File: src/rtl/vga_pkg.sv
// Shared VGA timing constants, sync polarity type and derived totals.
// Defaults describe 640x480@60 Hz driven by a 25 MHz pixel tick.
package vga_pkg;

  typedef enum logic {
    SYNC_ACTIVE_LOW  = 1'b0,
    SYNC_ACTIVE_HIGH = 1'b1
  } sync_pol_e;

  localparam int VGA_H_ACTIVE = 640;
  localparam int VGA_H_FP     = 16;
  localparam int VGA_H_SYNC   = 96;
  localparam int VGA_H_BP     = 48;
  localparam int VGA_V_ACTIVE = 480;
  localparam int VGA_V_FP     = 10;
  localparam int VGA_V_SYNC   = 2;
  localparam int VGA_V_BP     = 33;

  localparam int VGA_H_TOTAL = VGA_H_ACTIVE + VGA_H_FP + VGA_H_SYNC + VGA_H_BP;
  localparam int VGA_V_TOTAL = VGA_V_ACTIVE + VGA_V_FP + VGA_V_SYNC + VGA_V_BP;

  function automatic int max_int(input int a, input int b);
    return (a > b) ? a : b;
  endfunction

endpackage

File: src/rtl/vga_axis_counter.sv
// Modulo-N counter with enable; wrap_o flags the enabled step from N-1 back to 0.
module vga_axis_counter #(
  parameter int N = 800,
  parameter int W = 10
) (
  input  logic         clk_i,
  input  logic         rst_ni,
  input  logic         en_i,
  output logic [W-1:0] cnt_o,
  output logic         wrap_o
);

  localparam logic [W-1:0] LAST = W'(N - 1);

  logic [W-1:0] cnt_q, cnt_d;
  logic         at_last;

  assign at_last = (cnt_q == LAST);

  always_comb begin
    cnt_d = cnt_q;
    if (en_i) begin
      cnt_d = at_last ? '0 : cnt_q + W'(1);
    end
  end

  always_ff @(posedge clk_i or negedge rst_ni) begin
    if (!rst_ni) begin
      cnt_q <= '0;
    end else begin
      cnt_q <= cnt_d;
    end
  end

  assign cnt_o  = cnt_q;
  assign wrap_o = en_i && at_last;

endmodule

File: src/rtl/vga_sync_gen.sv
// VGA horizontal/vertical timing generator: counts pixel ticks and registers
// sync, blanking, coordinates and line/frame strobes one tick behind the counters.
module vga_sync_gen
  import vga_pkg::*;
#(
  parameter int        H_ACTIVE = VGA_H_ACTIVE,
  parameter int        H_FP     = VGA_H_FP,
  parameter int        H_SYNC   = VGA_H_SYNC,
  parameter int        H_BP     = VGA_H_BP,
  parameter int        V_ACTIVE = VGA_V_ACTIVE,
  parameter int        V_FP     = VGA_V_FP,
  parameter int        V_SYNC   = VGA_V_SYNC,
  parameter int        V_BP     = VGA_V_BP,
  parameter sync_pol_e SYNC_POL = SYNC_ACTIVE_LOW,
  localparam int       H_TOTAL  = H_ACTIVE + H_FP + H_SYNC + H_BP,
  localparam int       V_TOTAL  = V_ACTIVE + V_FP + V_SYNC + V_BP,
  localparam int       CW       = $clog2(max_int(H_TOTAL, V_TOTAL))
) (
  input  logic          clk,
  input  logic          reset,
  input  logic          pix_tick,
  output logic          hsync,
  output logic          vsync,
  output logic          video_on,
  output logic [CW-1:0] pixel_x,
  output logic [CW-1:0] pixel_y,
  output logic          line_end,
  output logic          frame_end
);

  if (H_ACTIVE < 1 || H_FP < 1 || H_SYNC < 1 || H_BP < 1 ||
      V_ACTIVE < 1 || V_FP < 1 || V_SYNC < 1 || V_BP < 1 ||
      H_TOTAL > (1 << CW) || V_TOTAL > (1 << CW)) begin : g_param_check
    $error("vga_sync_gen: invalid timing parameters");
  end

  localparam logic [CW-1:0] H_ACT    = CW'(H_ACTIVE);
  localparam logic [CW-1:0] V_ACT    = CW'(V_ACTIVE);
  localparam logic [CW-1:0] HS_FIRST = CW'(H_ACTIVE + H_FP);
  localparam logic [CW-1:0] HS_LAST  = CW'(H_ACTIVE + H_FP + H_SYNC - 1);
  localparam logic [CW-1:0] VS_FIRST = CW'(V_ACTIVE + V_FP);
  localparam logic [CW-1:0] VS_LAST  = CW'(V_ACTIVE + V_FP + V_SYNC - 1);
  localparam logic          SYNC_ON  = (SYNC_POL == SYNC_ACTIVE_HIGH);
  localparam logic          SYNC_OFF = ~SYNC_ON;

  logic [CW-1:0] h_cnt, v_cnt;
  logic          h_wrap, v_wrap;

  vga_axis_counter #(.N(H_TOTAL), .W(CW)) u_h_cnt (
    .clk_i  (clk),
    .rst_ni (reset),
    .en_i   (pix_tick),
    .cnt_o  (h_cnt),
    .wrap_o (h_wrap)
  );

  // The vertical counter's wrap already implies the horizontal wrap, i.e. frame end.
  vga_axis_counter #(.N(V_TOTAL), .W(CW)) u_v_cnt (
    .clk_i  (clk),
    .rst_ni (reset),
    .en_i   (h_wrap),
    .cnt_o  (v_cnt),
    .wrap_o (v_wrap)
  );

  logic hsync_d, vsync_d, video_on_d;

  always_comb begin
    hsync_d    = ((h_cnt >= HS_FIRST) && (h_cnt <= HS_LAST)) ? SYNC_ON : SYNC_OFF;
    vsync_d    = ((v_cnt >= VS_FIRST) && (v_cnt <= VS_LAST)) ? SYNC_ON : SYNC_OFF;
    video_on_d = (h_cnt < H_ACT) && (v_cnt < V_ACT);
  end

  logic          hsync_q, vsync_q, video_on_q, line_end_q, frame_end_q;
  logic [CW-1:0] pixel_x_q, pixel_y_q;

  always_ff @(posedge clk or negedge reset) begin
    if (!reset) begin
      hsync_q     <= SYNC_OFF;
      vsync_q     <= SYNC_OFF;
      video_on_q  <= 1'b0;
      pixel_x_q   <= '0;
      pixel_y_q   <= '0;
      line_end_q  <= 1'b0;
      frame_end_q <= 1'b0;
    end else begin
      line_end_q  <= h_wrap;
      frame_end_q <= v_wrap;
      if (pix_tick) begin
        hsync_q    <= hsync_d;
        vsync_q    <= vsync_d;
        video_on_q <= video_on_d;
        pixel_x_q  <= h_cnt;
        pixel_y_q  <= v_cnt;
      end
    end
  end

  assign hsync     = hsync_q;
  assign vsync     = vsync_q;
  assign video_on  = video_on_q;
  assign pixel_x   = pixel_x_q;
  assign pixel_y   = pixel_y_q;
  assign line_end  = line_end_q;
  assign frame_end = frame_end_q;

endmodule

File: config.mk
export PLATFORM = sky130hd
export DESIGN_NAME = vga_sync_gen
export DESIGN_NICKNAME = d
export VERILOG_FILES = /design/src/rtl/vga_pkg.sv /design/src/rtl/vga_axis_counter.sv /design/src/rtl/vga_sync_gen.sv
export SDC_FILE = /design/constraint.sdc
export NUM_CORES = 1
export LEC_CHECK = 0
export CAP_MARGIN = 20
export CORE_MARGIN = 8
export CORE_UTILIZATION = 35
export DETAILED_ROUTE_END_ITERATION = 16
export PLACE_DENSITY = 0.54
export SETUP_SLACK_MARGIN = 0.15
export SLEW_MARGIN = 15
export SYNTH_ARGS = -nofsm -noshare
export SYNTH_HDL_FRONTEND = slang
export SYNTH_SLANG_ARGS = --single-unit
File: constraint.sdc
create_clock -name clk -period 4.25 [get_ports clk]
set_input_delay 0.85 -clock clk [delete_from_list [all_inputs] [get_ports clk]]
set_output_delay 0.85 -clock clk [all_outputs]
set_load 0.01 [all_outputs]
==> impl_metrics.csv <==
group,metric,value,unit
synthesis,async_flop_share,100,%
synthesis,syn_avg_cell_area,11.8,sq um
timing,finalSetupViolCount,0,
die,die_w,93.1,um
place,hpwl,3.00,mm
layout,multiInputGateArea,868,sq um
synthesis,synth_nets,185,
timing,max_slew_margin,62.4,%
clock_network,numCtsBuffers,5,
detailed_routing,wl_per_cell,15.3,um
place,gp_congestion,0.827,
layout,drive_gt1_share,19.1,%
clock_network,htreeDepth,2,
worst_setup_path,crit_path_start_kind,"input port",
global_route,overflow,0,
global_route,grtUsageTotal,10.8,%
clock_network,cts_buffer_depth,2,
worst_setup_path,r2r-start,"u_h_cnt.cnt_o[0]$_DFFE_PN0P_",
detailed_routing,drtIter0Drc,63,
hold_path,whs_endpoint,"vsync$_DFFE_PN1P_",
synthesis,yosysWarnings,0,
layout,diodes,0,
power,power_density,408,mW/mm^2
clock_network,clockRootBuffer,"clkbuf_8",
detailed_routing,drtPass1Iterations,4,
synthesis,synthTopCellsByArea,"dfrtp_1 52%, mux2_2 11%, o21ai_0 3.1%",
detailed_routing,vias_per_cell,5.04,
layout,fin_nets,211,
worst_setup_path,crit_path_start,"pix_tick",
clock_network,clkTransAtPathRegs,80,ps
timing,finClkSkew,5.73,ps
power,combPwrFrac,15.9,%
global_route,grt_max_degree,46,
worst_setup_path,slowest_stage,"clkdlybuf4s50_1",
power,p_int,764,uW
layout,utilization,43.3,%
timing,period_share,61.1,%
synthesis,syn-cell-area,0.00208,sq mm
worst_setup_path,critPathKind,"input port to flop",
die,die_area,0.00867,sq mm
detailed_routing,drc,0,
layout,syn_to_final_growth,21.7,%
worst_setup_path,worst-path-buf-inv,2,
global_route,grt_pass1_vias,1458,
synthesis,yosys-top-cells-count,"43 x dfrtp_1, 21 x mux2_2, 13 x o21ai_0",
timing,rsz0062_at_grt,"false",
worst_setup_path,crit_path_end_kind,"flop",
timing,drv_slew,0,
hold_path,hold_depth,2,
synthesis,netlist.area_leader.share,51.7,%
synthesis,ys_ff_latch,45,
clock_network,cts_setup_buffers,0,
layout,regArea,0.00113,sq mm
job,drv_cap,0,
clock_network,cts_tree,"yes",
synthesis,yosysTopAreaCell,"dfrtp_1",
die,rows,28,
clock_network,cts_resized,0,
worst_setup_path,path_cells,"clkdlybuf4s50_1 -> and4_1 -> nand4_4 -> inv_2 -> nand2_1 -> mux2_2",
timing,finalSetupTns,0,ps
power,switchingPower,271,uW
synthesis,yosysSeqAreaShare,54.2,%
timing,finalCriticalPeriod,2600,ps
status,outcome,"completed",
place,port_buffers,27,
synthesis,synth.distinct_cells,40,
detailed_routing,detail-route-antenna-nets,0,
global_route,grt_antenna_before_repair,0,
clock_network,holdBufCountCts,0,
clock_network,clock_latency,300,ps
power,pwr-share-seq,51.7,%
synthesis,synth_cells,177,
die,ios,28,
worst_setup_path,cp_top_family,"buffers and inverters",
worst_setup_path,worstPathRequired,4430,ps
timing,hold_ws,493,ps
worst_setup_path,rr_endpoint,"u_v_cnt.cnt_o[4]$_DFFE_PN0P_",
power,p_leak,0.00114,uW
layout,fillerInstances,540,
power,vdd_drop_max,0.000183,V
clock_network,clock_sinks,45,
timing,hold_violations,0,
worst_setup_path,rrSetupSlack,2280,ps
synthesis,ys.flop_type,"dfrtp_1",
global_route,grt_pass1_wl,7.47,mm
die,start_util,35.6,%
die,core,0.00585,sq mm
hold_path,hold_path.class,"flop to flop",
worst_setup_path,slowest_delay,820,ps
timing,max_freq,0.385,GHz
synthesis,synth.most_common_cell,"dfrtp_1",
power,p_clk_share,32.4,%
die,die_y,93.1,um
timing,worst_pin_slew,565,ps
worst_setup_path,path_max_fanout,13,
hold_path,min_from,"vsync$_DFFE_PN1P_",
detailed_routing,num_vias,1405,
synthesis,synth-edff-count,0,
worst_setup_path,r2r.worst_path.cells,6,
worst_setup_path,cp.arrival,2780,ps
power,p_sw_share,26.2,%
detailed_routing,drt_wl_total,4.26,mm
==> registers in the layout, summed over array words and instances, names as in the netlist <==
signal / cells
video_on: 1
u_h_cnt.cnt_o: 10
u_v_cnt.cnt_o: 10
pixel_x: 10
hsync: 1
frame_end: 1
vsync: 1
line_end: 1
pixel_y: 10
==> worst reg2reg max path: cells and delay by family, from the launching register on <==
family,cells,cell delay [ps]
mux,1,270
flops,1,450
buf+inv,1,230
simple gates,3,640
fa+ha+maj,1,280
==> worst max path at each step <==
stage                                         to  depth (start not counted)
detailed placement  u_v_cnt.cnt_o[4]$_DFFE_PN0P_                          6
global placement    u_v_cnt.cnt_o[4]$_DFFE_PN0P_                          6
CTS                 u_v_cnt.cnt_o[4]$_DFFE_PN0P_                          6
finish              u_v_cnt.cnt_o[4]$_DFFE_PN0P_                          6
floorplan           u_v_cnt.cnt_o[9]$_DFFE_PN0P_                          7
global route        u_h_cnt.cnt_o[7]$_DFFE_PN0P_                          6
==> final cells by class <==
cell class / count / share of cell area (%)
tap: 75 / 3.70
inverter: 7 / 1.04
sequential: 45 / 44.5
clock inverter: 1 / 1.19
timing repair buffer: 29 / 11.9
multi-input combinational: 115 / 34.3
clock buffer: 7 / 3.41
==> placed cells by master, fill, tap and decap left out, drive strengths merged <==
cell type	instances
dfrtp	43
buf	3
clkdlybuf4s50	26
or3	1
a21boi	1
a21o	2
nand4	9
nand3	6
o31ai	1
nor3b	2
nor4	1
nand2	10
and3	6
mux2	21
mux2i	2
nor3	5
nor4b	2
a21oi	2
or2	1
ha	5
nor4bb	1
o21ai	13
bufinv	1
and4	2
a22o	1
clkbuf	7
dfstp	2
a31oi	2
nor2b	1
xnor2	6
nor2	9
xor2	2
nand4b	1
inv	7
==> power by group through the flow <==
stage,Clock (uW),Sequential (uW),Combinational [uW]
CTS,342,537,166
floorplan,0,525,105
global placement,0,543,162
detailed placement,0,546,165
global route,358,547,181
finish,335,535,164
==> cells by family after synthesis <==
| family | after synthesis | synth area share [%] |
|---|---|---|
| and+or+nand+nor | 57 | 16.9 |
| muxes | 23 | 12.3 |
| DFF | 45 | 54.2 |
| buffers and inverters | 17 | 4.09 |
| xor gates and xnor gates | 8 | 3.37 |
| adders and majority gates | 5 | 3.00 |
| AOI/OAI and AO/OA | 22 | 6.07 |
==> per-stage QoR <==
step                cells  setup slack [ps]  total power (uW)  area, sq um
floorplan             177              2230               631         2080
finish                279              1650              1030         2530
detailed placement    270              1320               711         2390
global placement      270              1390               705         2390
CTS                   278              1630              1040         2510
global route          279              1520              1090         2530
==> routing by layer <==
layer | up-vias | global-route usage [%] | routed length [um]
li1 | 675 | - | -
met5 | - | 0 | 0
met2 | 28 | 16.2 | 1960
met4 | 0 | 4.03 | 61
met1 | 696 | 14.1 | 2040
met3 | 6 | 3.45 | 203
Power figures use the tool's default switching activity.
